===== src/rtl/alu_74181_pkg.sv =====
// Shared types and 74181 function-select codes
// for the nibble-serial ALU sequencer.
package alu_74181_pkg;

  typedef enum logic [1:0] {
    IDLE,
    RUN,
    DONE
  } state_t;

  localparam logic [3:0] ALU_S_ADD = 4'b1001;
  localparam logic [3:0] ALU_S_SUB = 4'b0110;
  // Same code as SUB; selects A xor B when M=1
  localparam logic [3:0] ALU_S_XOR = 4'b0110;

endpackage


===== src/rtl/ALU_74181_comb.sv =====
// One 4-bit 74181 slice, active-high data, active-low carry.
// F = X + Y + carry in arithmetic mode, ~(X ^ Y) in logic mode.
module ALU_74181_comb (
  input  logic [3:0] a,
  input  logic [3:0] b,
  input  logic [3:0] s,
  input  logic       m,
  input  logic       cn,
  output logic [3:0] f,
  output logic       cn_out,
  output logic       a_eq_b
);

  logic [3:0] x;
  logic [3:0] y;
  logic [4:0] sum;

  always_comb begin
    x      = a | (b & {4{s[0]}}) | (~b & {4{s[1]}});
    y      = (a & b & {4{s[3]}}) | (a & ~b & {4{s[2]}});
    sum    = {1'b0, x} + {1'b0, y} + {4'b0000, ~cn};
    f      = m ? ~(x ^ y) : sum[3:0];
    cn_out = ~sum[4];
    a_eq_b = &f;
  end

endmodule


===== src/rtl/alu_74181_seq_ctrl.sv =====
// WIDTH-bit ALU run one nibble per cycle on a single 74181 slice.
// Define ALU_SEQ_OVF_EN to compute signed overflow on rsp_ovf.
module alu_74181_seq_ctrl
  import alu_74181_pkg::*;
#(
  parameter int WIDTH = 16
) (
  input  logic             clk,
  input  logic             rst_n,
  input  logic             req_valid,
  output logic             req_ready,
  input  logic [WIDTH-1:0] req_a,
  input  logic [WIDTH-1:0] req_b,
  input  logic [3:0]       req_s,
  input  logic             req_m,
  input  logic             req_cin_n,
  output logic             rsp_valid,
  input  logic             rsp_ready,
  output logic [WIDTH-1:0] rsp_f,
  output logic             rsp_cout_n,
  output logic             rsp_eq,
  output logic             rsp_zero,
  output logic             rsp_ovf
);

  localparam int NIB = WIDTH / 4;
  localparam int CW  = (NIB > 1) ? $clog2(NIB) : 1;

  state_t state_q, state_d;

  logic [CW-1:0]    nib_cnt;
  logic [WIDTH-1:0] a_q, b_q, f_q, f_next;
  logic [3:0]       s_q;
  logic             m_q, carry_q;
  logic             eq_acc, eq_q, zero_q;
  logic             accept, run, last;

  logic [3:0] a_nib, b_nib, f_nib;
  logic       cn_out, a_eq_b;

  always_ff @(posedge clk or negedge rst_n) begin
    if (!rst_n) state_q <= IDLE;
    else        state_q <= state_d;
  end

  always_comb begin
    state_d = state_q;
    unique case (state_q)
      IDLE: if (req_valid) state_d = RUN;
      RUN:  if (last)      state_d = DONE;
      DONE: if (rsp_ready) state_d = IDLE;
      default:             state_d = IDLE;
    endcase
  end

  always_comb begin
    req_ready = (state_q == IDLE);
    rsp_valid = (state_q == DONE);
    run       = (state_q == RUN);
  end

  assign accept = req_valid && req_ready;
  assign last   = (nib_cnt == CW'(NIB - 1));

  // Constant-index mux keeps the nibble select lint-clean
  always_comb begin
    a_nib  = 4'h0;
    b_nib  = 4'h0;
    f_next = f_q;
    for (int k = 0; k < NIB; k++) begin
      if (nib_cnt == CW'(k)) begin
        a_nib            = a_q[4*k +: 4];
        b_nib            = b_q[4*k +: 4];
        f_next[4*k +: 4] = f_nib;
      end
    end
  end

  ALU_74181_comb u_slice (
    .a      (a_nib),
    .b      (b_nib),
    .s      (s_q),
    .m      (m_q),
    .cn     (carry_q),
    .f      (f_nib),
    .cn_out (cn_out),
    .a_eq_b (a_eq_b)
  );

  always_ff @(posedge clk or negedge rst_n) begin
    if (!rst_n) begin
      a_q     <= '0;
      b_q     <= '0;
      f_q     <= '0;
      s_q     <= 4'h0;
      m_q     <= 1'b0;
      carry_q <= 1'b1;
      eq_acc  <= 1'b0;
      eq_q    <= 1'b0;
      zero_q  <= 1'b0;
      nib_cnt <= '0;
    end else if (accept) begin
      a_q     <= req_a;
      b_q     <= req_b;
      s_q     <= req_s;
      m_q     <= req_m;
      carry_q <= req_cin_n;
      eq_acc  <= 1'b1;
      nib_cnt <= '0;
    end else if (run) begin
      f_q     <= f_next;
      carry_q <= cn_out;
      eq_acc  <= eq_acc & a_eq_b;
      if (last) begin
        eq_q   <= eq_acc & a_eq_b;
        zero_q <= (f_next == '0);
      end else begin
        nib_cnt <= nib_cnt + CW'(1);
      end
    end
  end

`ifdef ALU_SEQ_OVF_EN
  logic ovf_d, ovf_q;

  always_comb begin
    ovf_d = 1'b0;
    if (!m_q && s_q == ALU_S_ADD)
      ovf_d = (a_q[WIDTH-1] == b_q[WIDTH-1]) &&
              (f_nib[3] != a_q[WIDTH-1]);
    else if (!m_q && s_q == ALU_S_SUB)
      ovf_d = (a_q[WIDTH-1] != b_q[WIDTH-1]) &&
              (f_nib[3] != a_q[WIDTH-1]);
  end

  always_ff @(posedge clk or negedge rst_n) begin
    if (!rst_n)          ovf_q <= 1'b0;
    else if (run && last) ovf_q <= ovf_d;
  end

  assign rsp_ovf = ovf_q;
`else
  assign rsp_ovf = 1'b0;
`endif

  assign rsp_f      = f_q;
  assign rsp_cout_n = carry_q;
  assign rsp_eq     = eq_q;
  assign rsp_zero   = zero_q;

endmodule

===== config.mk =====
export PLATFORM = sky130hd
export DESIGN_NAME = alu_74181_seq_ctrl
export DESIGN_NICKNAME = d
export VERILOG_FILES = /design/src/rtl/alu_74181_pkg.sv /design/src/rtl/ALU_74181_comb.sv /design/src/rtl/alu_74181_seq_ctrl.sv
export SDC_FILE = /design/constraint.sdc
export NUM_CORES = 1
export LEC_CHECK = 0
export ABC_AREA = 1
export CAP_MARGIN = 20
export CORE_MARGIN = 3
export CORE_UTILIZATION = 48
export CTS_BUF_LIST = sky130_fd_sc_hd__clkbuf_4
export CTS_CLUSTER_DIAMETER = 80
export DETAILED_ROUTE_END_ITERATION = 8
export PLACE_DENSITY = 0.76
export REMOVE_ABC_BUFFERS = 1
export SYNTH_ARGS = -nofsm -noshare
export SYNTH_HDL_FRONTEND = slang
export SYNTH_SLANG_ARGS = --single-unit

===== constraint.sdc =====
create_clock -name clk -period 3.41 [get_ports clk]
set_clock_uncertainty 0.2 [all_clocks]
set_input_delay 0.682 -clock clk [delete_from_list [all_inputs] [get_ports clk]]
set_output_delay 0.682 -clock clk [all_outputs]
set_load 0.05 [all_outputs]

# Word-level counts from Yosys, hierarchy flattened
# Index checks and enable logic that the tools add are counted.
# W data, S select, Z words.
dict set report totals {
  in_bits 42
  mem_count 0
  wordCells 73
  reg_bits 61
  romBits 0
  latchBits 0
  ram_bits 0
}
dict set report classes {
  multipliers 0
  shift 0
  n_addsub 3
  n_lt_le_gt_ge 0
  div_mod_pow 0
  eq_ne 9
  reduce_logical 10
  mux 24
  bitwise 16
}
# operator count
set op_table {}
lappend op_table {{$mux W4} 13}
lappend op_table {{$and A4 B4 Y4} 6}
lappend op_table {{$logic_not A16 Y1} 1}
lappend op_table {{$mux W2} 6}
lappend op_table {{$or A4 B4 Y4} 3}
lappend op_table {{$not A4 Y4} 2}
lappend op_table {{$eq A2 B2 Y1 const B} 3}
lappend op_table {{$pmux W2 S3} 1}
lappend op_table {{$reduce_and A3 Y1} 2}
lappend op_table {{$add A4 B4 Y5} 1}
lappend op_table {{$add A5 B1 Y5} 1}
lappend op_table {{$eq A2 B1 Y1 const B} 2}
lappend op_table {{$logic_not A2 Y1} 2}
lappend op_table {{$mux W1} 4}
lappend op_table {{$ne A2 B1 Y1 const B} 2}
lappend op_table {{$ne A2 B2 Y1 const B} 2}
lappend op_table {{$reduce_and A2 Y1} 2}
lappend op_table {{$reduce_and A4 Y1} 1}
lappend op_table {{$xor A4 B4 Y4} 1}
lappend op_table {{$not A1 Y1} 3}
lappend op_table {{$add A2 B1 Y2 const B} 1}
lappend op_table {{$reduce_bool A2 Y1} 1}
lappend op_table {{$and A1 B1 Y1} 1}
lappend op_table {{$logic_and A1 B1 Y1} 1}

# Depth between registers and ports, before layout
# Gate-level depths: netlist (run 1).
dict set report logic_depth {
  ltp_word 16
  mapped_depth 21
  depth_no_buf 21
}

# Hierarchy
# Synthesis (run 1) repeated with hierarchy kept, for this count alone.
dict set report unflattened {
  cells_unflattened 437
  hier_area_um2 3194.3
}
# mod cells_each instances area_each_um2 seq_area_each_um2
set modules_own_cells {}
lappend modules_own_cells {alu_74181_seq_ctrl 375 1 2862.7 1527.7}
lappend modules_own_cells {ALU_74181_comb 62 1 331.6 0.0}

# Worst setup path before layout (run 1)
# OpenSTA, ideal clock, no wires.
dict set report synth_timing {
  path_kind {flip-flop to flip-flop}
  from {reg nib_cnt[0]}
  to {reg zero_q, in the netlist rsp_zero}
  t_arrival_ps 3081
  slack_ps 63
  n_path_buf 2
  setup_ps 66
  path_stages_with_launch 20
  cell_sequence {dfrtp_1 -> inv_1 -> ha_1 -> buf_6 -> buf_2 -> o31ai_2 -> nand2_1 -> o21bai_1 -> nor2_1 -> fa_1 -> fa_1 -> o21ai_2 -> nand2_1 -> nand2_1 -> nand2_1 -> nor2_1 -> nand2_1 -> nor2_1 -> nand2_1 -> nand2_1}
}
dict set report synth_between {
  elab_chain_len 14
}
# element line_no
set synth_lines {}
lappend synth_lines {{start: declaration} alu_74181_seq_ctrl.sv:31} ;# logic [CW-1:0] nib_cnt;
lappend synth_lines {{start signal: assignment} alu_74181_seq_ctrl.sv:118} ;# nib_cnt <= nib_cnt + CW'(1);
lappend synth_lines {{$logic_not A2 Y1} alu_74181_seq_ctrl.sv:71} ;# if (nib_cnt == CW'(k)) begin
lappend synth_lines {{$mux W4 (4 in a row)} alu_74181_seq_ctrl.sv:71}
lappend synth_lines {{$not A4 Y4} {ALU_74181_comb.sv:19, ALU_74181_comb.sv:20}}
lappend synth_lines {{$and A4 B4 Y4 (2 in a row)} ALU_74181_comb.sv:20} ;# y = (a & b & {4{s[3]}}) | (a & ~b & {4{s[2]}});
lappend synth_lines {{$or A4 B4 Y4} ALU_74181_comb.sv:20}
lappend synth_lines {{$add A4 B4 Y5 / $xor A4 B4 Y4 (equally long branches)} {ALU_74181_comb.sv:21, ALU_74181_comb.sv:22}}
lappend synth_lines {{$add A5 B1 Y5 / $not A4 Y4 (equally long branches)} {ALU_74181_comb.sv:21, ALU_74181_comb.sv:22}}
lappend synth_lines {{$mux W4} ALU_74181_comb.sv:22} ;# f = m ? ~(x ^ y) : sum[3:0];
lappend synth_lines {{$mux W4} alu_74181_seq_ctrl.sv:71}
lappend synth_lines {{$logic_not A16 Y1} alu_74181_seq_ctrl.sv:116} ;# zero_q <= (f_next == '0);
lappend synth_lines {{end signal: assignment} alu_74181_seq_ctrl.sv:116}
lappend synth_lines {{end: declaration} alu_74181_seq_ctrl.sv:35} ;# logic eq_acc, eq_q, zero_q;
# Parallel ways exist; a longest one is shown, timed or not.
# A chain may end at the register's enable or synchronous reset.

# Worst setup path in the final report (run 1)
dict set report layout_timing {
  from {reg nib_cnt[1]}
  to {reg zero_q, in the netlist rsp_zero}
}
# Same word-level chain as after synthesis.

==> results of run 1 <==
[cell usage in the layout (no fill, tap or decap), types with 4 or more instances in the layout]
| cell type | n |
|---|---|
| buf_4 | 20 |
| or2_2 | 8 |
| dfrtp_1 | 59 |
| o21ai_0 | 22 |
| a21oi_1 | 13 |
| inv_1 | 21 |
| clkbuf_4 | 10 |
| nor2_1 | 20 |
| clkdlybuf4s50_1 | 61 |
| a31oi_1 | 6 |
| nand3_1 | 21 |
| clkinv_1 | 5 |
| nand2_1 | 187 |
| ha_1 | 4 |
[timing repair]
action	CTS	global route
cloned	0	0
resized for setup	9	17
pin swaps	3	16
hold buffers	0	0
setup buffers	2	6
endpoints found under the setup margin	2	3
[kinds of logic after synthesis]
logic type,Yosys count
adders and majority gates,10
other,1
AOI/OAI and AO/OA,57
DFF,61
buffers and inverters,43
and+or+nand+nor,244
[registers in the layout (all words and copies together), names as in the netlist]
| signal | flops |
|---|---|
| a_q | 16 |
| b_q | 16 |
| eq_acc | 1 |
| m_q | 1 |
| nib_cnt | 2 |
| rsp_cout_n | 1 |
| rsp_eq | 1 |
| rsp_f | 16 |
| rsp_zero | 1 |
| s_q | 4 |
| state_q | 2 |
[critical path, delay by kind of cell (launching register included)]
kind	cells	cell delay [ps]
DFF	1	440
and+or+nand+nor	10	780
adders and majority gates	3	1020
AOI/OAI and AO/OA	3	670
buffers and inverters	1	160
[metrics by stage]
step	instances	instance area [µm²]	util (%)	setup slack, ps	TNS [ps]
CTS	566	4050	65.7	8.88	0
global route	572	4170	67.6	-180	-269
finish	572	4170	67.6	74.8	0
floorplan	399	3070	-	25.9	0
global placement	548	3870	62.8	106	0
detailed placement	548	3870	62.8	-57.5	-57.5
[path summary, 6_finish.rpt]
check / end / cells past startpoint
setup / recovery: rsp_zero$_DFFE_PN0P_ / 17
hold / removal: state_q[1]$_DFFE_PN0P_ / 1
setup reg to reg: rsp_zero$_DFFE_PN0P_ / 17
hold reg to reg: rsp_f[15]$_DFFE_PN0P_ / 2
max in group asynchronous: rsp_cout_n$_DFFE_PN1P_ / 2
min in group clk: rsp_f[15]$_DFFE_PN0P_ / 2
[cell type report]
type,count,share of cell area [%]
clock buffers,10,1.80
clock inverters,6,1.29
inverters,26,2.46
multi-input cells,312,37.2
flip-flops and latches,61,36.7
well taps,75,2.25
repair buffers,82,18.4
[per-layer routing]
metal	GRT usage [%]	up-vias	wire length [µm]
li1	-	1472	-
met1	28.6	1355	3510
met2	33.0	75	3690
met3	4.16	10	407
met4	8.65	0	93
met5	0	-	0
==> reports/summary.txt, run 1 <==
CTS clock-pin slew for the worst setup and hold paths: 110 ps
CTS Buf Count: 9
Synth Area in XOR/XNOR: 0%
Core Rows: 28
Routed Antenna Nets: 0
Max H-tree Level: 3
Reg area: 1530 µm²
Post-synthesis sequential area ratio: 48.3%
DR vias/cell: 5.09
Clock tree buffer depth: 2
Skew-Pair Late Insertion Delay: 410 ps
Port bufs: 62
Most common flop cell mapped by yosys: dfrtp_1
CTS sink cnt: 61
Compound-Gate Fraction of Synth Area: 10.4%
Mux cell area share after synthesis: 0%
Die height: 87.2 µm
Drt pass-1 iters: 4
Worst hold margin: 88.3 ps
Syn Std Cell Area: 3170 µm²
Drt wl/cell: 13.5 µm
Initial antenna violation count: 0
Die Wd: 87.2 µm
Vias in the first global route: 2784
1st-iter DRT viols: 193
Final period util: 97.8%
Synth Area in Adders: 4.43%
CP Launch Type: flop
R2R Setup Slk: 70 ps
Fin crit period: 3340 ps
Area of the multi-input gates: 1550 µm²
Slew margin rel.: 54.9%
Pin count of the biggest net entering global routing: 43
Synth Register Bits: 61
Syn Inst Count: 416
Total track usage: 21.0%
Setup CP Type: flop to flop
Syn_area_per_cell: 7.61 µm²
Status: finished clean
Final Hold Vio Count: 0
HPWL Detailed: 5.48 mm
CTS Root Cell: clkbuf_4
IO Count: 64
Setup violations, final: 0
Max cap viols: 0
Final net count: 544
Post-route DRC: 0
Die ar.: 7610 µm²
RSZ-0062 raised after global routing: yes
Fmax: 0.300 GHz
Placer Congestion: 0.825
Synth unique cells: 29
Worst path max stage delay: 470 ps
Synthesis warning total: 0
Final Slew Violations: 0
Number of diodes: 0
Async set-or-reset flop fraction in the synthesized netlist: 100%
Most frequent CP cell: nand2_1
Initial Util: 51.3%
Worst R2R Start: nib_cnt[1]$_DFFE_PN0P_
Synth-to-Final Area Change: 31.7%
Worst Tran Pin Value: 676 ps
Largest family of logic cells by synthesized area: simple AND/OR/NAND/NOR gates
Core area: 6170 µm²
Top cells by area, synth: dfrtp_1 (47%), nand2_1 (22%), nand3_1 (3.6%), o21ai_0 (3.5%), ha_1 (3.2%)
Largest area contributor in the netlist: dfrtp_1
Slowest cell on the critical path: fa_1
Critical path origin: nib_cnt[1]$_DFFE_PN0P_
Post-Synth Simple-Gate Area: 30.8%
Drt total wl: 7.70 mm
Cell Chain, Critical Path: buf_4 -> ha_4 -> o31ai_4 -> nand2_1 -> o21bai_1 -> nor2_2 -> fa_2 -> fa_1 -> o21ai_2 -> nand2_1 -> nor2_1 -> nand2_1 -> nor2_2 -> nand2_1 -> nor2_1 -> nand2_1 -> nand2_1
Post-synth EDFFs: 0
Crit-path max FO: 6
Fraction of layout instances using a drive strength above 1: 13.3%
Gr ovfl total: 0
Most common cell in the netlist: nand2_1
Via count: 2912
Worst EP arrival: 3470 ps
# fillers: 533
Top-area cell type share of the netlist area: 47.4%
Worst Hold Class: input pin to async pin
First-pass GRT wire length: 12.6 mm
Worst Path Required: 3540 ps
Worst Setup End Kind: flop
CTS tree: built
Synth cell count leaders: nand2_1 (187), dfrtp_1 (60), inv_1 (23), nand3_1 (23), nor2_1 (23)
Power of run 1 is not shown: default switching activity piles up to over one toggle a cycle in this logic, so the estimate is an artifact.
==> inputs of run 2 (changes only) <==
--- a/config.mk
+++ b/config.mk
@@ -12,6 +12,7 @@
 export CTS_BUF_LIST = sky130_fd_sc_hd__clkbuf_4
 export CTS_CLUSTER_DIAMETER = 80
 export DETAILED_ROUTE_END_ITERATION = 8
+export GPL_TIMING_DRIVEN = 0
 export PLACE_DENSITY = 0.76
 export REMOVE_ABC_BUFFERS = 1
 export SYNTH_ARGS = -nofsm -noshare
==> run 2 against run 1 <==
Effect of this change: setup slack got worse by 73 ps; worst hold slack got worse by 28 ps; sequential share of layout area fell by 0.83 points; global-route usage rose by 1.0 points; via count rose by 3.8%; count of clock-buffer cells in the layout did not move; first-iteration DRC count rose by 7.8%; non-clock buffer count rose by 3; largest cell class unchanged.
==> reports/summary.txt, run 2 (synthesis gave the netlist of run 1 again) <==
Initial antenna violation count: 0 (unchanged)
Delay-heaviest family, CP: adder cells
Post-route DRC: 0 (unchanged)
Worst path max stage delay: 490 ps (+20 ps)
Core area: 6170 µm² (unchanged)
Clock tree buffer depth: 2 (unchanged)
Fin crit period: 3410 ps (+73.5 ps)
CTS clock-pin slew for the worst setup and hold paths: 110 ps (about the same)
Dpl ws: -620 ps (-562 ps)
Slew margin rel.: 54.6% (-0.25 points)
Core Rows: 28 (unchanged)
Number of buffers and inverters on the critical path: 2 (+1)
Most frequent CP cell: nand2_1
Vias in the first global route: 2812 (+1.0%)
CTS Buf Count: 9 (unchanged)
IO Count: 64 (unchanged)
Die height: 87.2 µm (unchanged)
Status: finished clean
Setup ws final: 1.27 ps (-73.5 ps)
Drt pass-1 iters: 5 (+1)
DR vias/cell: 5.26 (+3.2%)
Drt total wl: 8.01 mm (+4.0%)
Dpl cells: 538 (-1.8%)
First-pass GRT wire length: 13.1 mm (+4.3%)
Total track usage: 22.0% (+1.0 points)
Core Util, Final: 69.3% (+1.6 points)
Final period util: 100% (+2.2 points)
Port bufs: 62 (unchanged)
CTS sink cnt: 61 (unchanged)
Synth-to-Final Area Change: 34.9%
Initial Util: 51.3% (unchanged)
Crit-path max FO: 6 (unchanged)
Commonest cells after routing, fill and taps aside: nand2_1 (187), clkdlybuf4s50_1 (61), dfrtp_1 (58), nand3_1 (22), o21ai_0 (22)
Worst EP arrival: 3560 ps (+90 ps)
Placer Congestion: 0.815 (-1.2%)
Final net count: 547 (+0.55%)
Die ar.: 7610 µm² (unchanged)
Worst Setup End Kind: flop
Hold_buf cts: 0 (unchanged)
Slowest cell on the critical path: fa_1
Setup violations, final: 0 (unchanged)
1st-iter DRT viols: 208 (+7.8%)
HPWL Detailed: 5.21 mm (-4.9%)
Worst Hold Class: input pin to async pin
Most common cell after layout, fill and taps aside: nand2_1
Routed Antenna Nets: 0 (unchanged)
Gr ovfl total: 0 (unchanged)
Max H-tree Level: 3 (unchanged)
Die Wd: 87.2 µm (unchanged)
Final Hold Vio Count: 0 (unchanged)
Drt wl/cell: 13.9 µm (+3.4%)
CTS tree: built
Non-filler instance count after layout: 575 (+0.52%)
Final Slew Violations: 0 (unchanged)
Pin count of the biggest net entering global routing: 43 (unchanged)
CTS Root Cell: clkbuf_4
Cell Chain, Critical Path: buf_4 -> ha_4 -> clkinvlp_4 -> or2_2 -> a21oi_1 -> nor2_2 -> fa_2 -> fa_1 -> o21ai_4 -> nand2_1 -> nand2_1 -> nand2_1 -> nor2_1 -> nand2_1 -> nor2_1 -> nand2_1 -> nand2_1
Setup CP Type: flop to flop
Worst Path Required: 3570 ps (+30 ps)
Skew-Pair Late Insertion Delay: 410 ps (about the same)
CP Launch Type: flop
Worst Tran Pin Value: 679 ps (+3.70 ps)
Number of diodes: 0 (unchanged)
Fmax: 0.293 GHz (-2.2%)
RSZ-0062 raised after global routing: yes
Fraction of layout instances using a drive strength above 1: 13.6% (+0.32 points)
Via count: 3022 (+3.8%)
Final setup TNS: 0 ps (unchanged)
Max cap viols: 0 (unchanged)
## run 2: cell type report
type	count	area (µm²)
fill	512	1900
multi-input combinational	312	1550
sequential	61	1530
timing repair buffer	85	837
inverter	26	111
tap	75	93.8
clock inverter	6	77.6
clock buffer	10	75.1
## run 2: through the flow
| stage | cell area, µm² | hold slack [ps] |
|---|---|---|
| floorplan | 3070 | 186 |
| global placement | 3790 | 258 |
| detailed placement | 3830 | 258 |
| CTS | 4160 | 72.3 |
| global route | 4270 | 90.7 |
| finish | 4270 | 59.8 |
## run 2: path summary, 6_finish.rpt
path	start	end	slack [ps]	depth (start not counted)
min	rst_n	rsp_f[12]$_DFFE_PN0P_	60	1
min in group clk	b_q[12]$_DFFE_PN0P_	b_q[12]$_DFFE_PN0P_	280	2
max	nib_cnt[0]$_DFFE_PN0P_	rsp_zero$_DFFE_PN0P_	1	17
max reg2reg	nib_cnt[0]$_DFFE_PN0P_	rsp_zero$_DFFE_PN0P_	1	17
max in group asynchronous	rst_n	rsp_cout_n$_DFFE_PN1P_	2280	2
min reg2reg	b_q[12]$_DFFE_PN0P_	b_q[12]$_DFFE_PN0P_	280	2
## run 2: layer usage
layer  wire length, µm  up-vias  global-route usage (%)  part of all wire, %
met5                 0        -                       0                    0
met4               167        0                    9.34                  2.1
met3               505       17                    3.97                  6.3
met2              3820      124                    36.5                   48
met1              3510     1401                    28.4                   44
li1                  -     1480                       -                    -
## run 2: timing repair
action                                  CTS  global route
gates resized for setup                  22             6
gates cloned                              0             0
endpoints found under the setup margin   16             3
pin swaps                                 9            19
buffers inserted                         11             9
Power of run 2 is left out for the same reason.
==> inputs of run 3 (changes only) <==
--- a/config.mk
+++ b/config.mk
@@ -12,9 +12,9 @@
 export CTS_BUF_LIST = sky130_fd_sc_hd__clkbuf_4
 export CTS_CLUSTER_DIAMETER = 80
 export DETAILED_ROUTE_END_ITERATION = 8
+export GPL_ROUTABILITY_DRIVEN = 0
 export GPL_TIMING_DRIVEN = 0
 export PLACE_DENSITY = 0.76
-export REMOVE_ABC_BUFFERS = 1
 export SYNTH_ARGS = -nofsm -noshare
 export SYNTH_HDL_FRONTEND = slang
 export SYNTH_SLANG_ARGS = --single-unit
==> run 3 against run 2 <==
Effect of this change: the run now ends with negative setup slack left; register-to-register slack worse by 170 ps; fmax decreased by 4.8%; design area is 4.3% higher; flip-flop and latch count stayed put; die area unchanged; final cell count up 3.3%; wire length increased by 11%; core utilization is 3.0 points higher; global-route usage rose by 2.4 points; setup slack lost 170 ps; largest cell class unchanged.
==> reports/summary.txt, run 3 (synthesis gave the netlist of run 1 again) <==
Status: complete, but fails checks
Failing checks: negative setup slack
Area of the multi-input gates: 1620 µm² (+4.9%)
Final net count: 566 (+3.5%)
Final period util: 105% (+5.0 points)
Worst Setup End Kind: flop
Synth-to-Final Area Change: 40.7%
Fmax: 0.279 GHz (-4.8%)
Non-filler instance count after layout: 594 (+3.3%)
CTS Root Cell: clkbuf_4
Mapped Nets: 468
Slew margin rel.: 52.1% (-2.5 points)
Total track usage: 24.5% (+2.4 points)
Worst Tran Pin Value: 718 ps (+38.5 ps)
Worst R2R Start: nib_cnt[0]$_DFFE_PN0P_
Worst hold margin: 105 ps (+45.2 ps)
Reg-to-reg endpoint: rsp_zero$_DFFE_PN0P_
Most common cell after layout, fill and taps aside: nand2_1
R2R Setup Slk: -170 ps (-170 ps)
1st-iter DRT viols: 227 (+9.1%)
Setup CP Type: flop to flop
Fraction of layout instances using a drive strength above 1: 17.7% (+4.1 points)
Post-route DRC: 0 (unchanged)
Setup ws final: -169 ps (-171 ps)
First-pass GRT wire length: 14.0 mm (+7.2%)
CTS sink cnt: 61 (unchanged)
Clock tree buffer depth: 2 (unchanged)
# fillers: 477 (-6.8%)
Initial Util: 51.3% (unchanged)
CTS tree: built
CTS Buf Count: 9 (unchanged)
Crit-path max FO: 8 (+2)
Skew-Pair Late Insertion Delay: 420 ps (about the same)
Critical path origin: nib_cnt[0]$_DFFE_PN0P_
Cells on worst reg2reg path: 19 (+2)
Met2 wire len: 4.20 mm (+9.9%)
IO Count: 64 (unchanged)
Dpl cells: 554 (+3.0%)
Die ar.: 7610 µm² (unchanged)
Final Slew Violations: 0 (unchanged)
Die Wd: 87.2 µm (unchanged)
RSZ-0062 raised after global routing: yes
Met3 WL: 659 µm (+30%)
Commonest cells after routing, fill and taps aside: nand2_1 (183), clkdlybuf4s50_1 (61), dfrtp_1 (60), buf_4 (22), nor2_1 (22)
Number of diodes: 0 (unchanged)
Worst Hold Class: input pin to async pin
Max cap viols: 0 (unchanged)
CP Launch Type: flop
Drt total wl: 8.89 mm (+11%)
Final Hold Vio Count: 0 (unchanged)
DRT met1 WL: 3.69 mm (+5.0%)
Worst EP arrival: 3740 ps (+180 ps)
Reg area: 1530 µm² (-0.16%)
Pin count of the biggest net entering global routing: 32 (-26%)
Drt pass-1 iters: 4 (-1)
DR vias/cell: 5.33 (+1.4%)
Hold_buf cts: 0 (unchanged)
Core Rows: 28 (unchanged)
Top routing layer in use: met4
HPWL Detailed: 5.82 mm (+12%)
Port bufs: 62 (unchanged)
Via count: 3166 (+4.8%)
Vias in the first global route: 2986 (+6.2%)
Fin crit period: 3580 ps (+171 ps)
Drt wl/cell: 15.0 µm (+7.5%)
Gr ovfl total: 0 (unchanged)
Setup violations, final: 2 (+2)
Initial antenna violation count: 0 (unchanged)
Core area: 6170 µm² (unchanged)
Die height: 87.2 µm (unchanged)
Worst Path Required: 3580 ps (about the same)
Dpl ws: -443 ps (+177 ps)
Max H-tree Level: 3 (unchanged)
Routed Antenna Nets: 0 (unchanged)
CTS clock-pin slew for the worst setup and hold paths: 110 ps (about the same)
-- run 3: changes by cell type in the layout (fill, tap and decap cells not counted), sizes merged --
cell / change
clkbuf: +4
inv: +1
clkinvlp: +2
clkinv: -2
buf: +14
-- run 3: worst max-delay path, stage by stage (launching register included) --
cell and delay (ps):
dfrtp_1 400, inv_2 80, ha_4 170, buf_6 110, buf_4 160, inv_1 260
o211ai_1 190, nand2_1 130, o21bai_1 70, a21oi_1 300, fa_2 530, o21ai_4 240
nand2_1 80, nor2_1 100, nand2_1 80, nor2_1 120, nand2_1 90, nor2_1 90
nand2_1 70, nand2_1 50
-- run 3: worst max path at each step --
stage | endpoint | slack [ps] | cells after the start
2_1_floorplan | rsp_zero$_DFFE_PN0P_ | 60 | 19
6_report | rsp_zero$_DFFE_PN0P_ | -170 | 19
5_1_grt | rsp_zero$_DFFE_PN0P_ | -320 | 18
3_5_place_dp | rsp_zero$_DFFE_PN0P_ | -440 | 19
4_1_cts | rsp_zero$_DFFE_PN0P_ | -70 | 20
3_3_place_gp | a_q[8]$_DFFE_PN0P_ | -470 | 1
-- run 3: per-stage QoR --
step	utilization (%)	area (µm²)	setup TNS [ps]
2_1_floorplan	-	3170	0
3_3_place_gp	62.9	3880	-28520
3_5_place_dp	63.2	3890	-1240
4_1_cts	70.0	4320	-70.5
5_1_grt	72.2	4450	-469
6_report	72.2	4450	-193
-- run 3: timing repair --
action	in CTS	in global routing
buffers inserted	20	4
gates resized for setup	29	23
pin swaps	17	8
setup endpoints to repair	10	4
-- run 3: routing by layer --
metal	global-route usage [%]	vias to the layer above
met5	0	-
met4	9.07	0
met3	6.24	32
met2	40.4	155
met1	31.0	1457
li1	-	1522
-- run 3: area by class of cell --
class / count / area share, %
Clock inverter: 7 / 2.02
Inverter: 26 / 2.30
Multi-Input combinational cell: 312 / 36.4
Buffer: 17 / 2.70
Timing Repair Buffer: 87 / 18.7
Tap cell: 75 / 2.11
Clock buffer: 9 / 1.52
Sequential cell: 61 / 34.3
Power of run 3 is left out for the same reason.
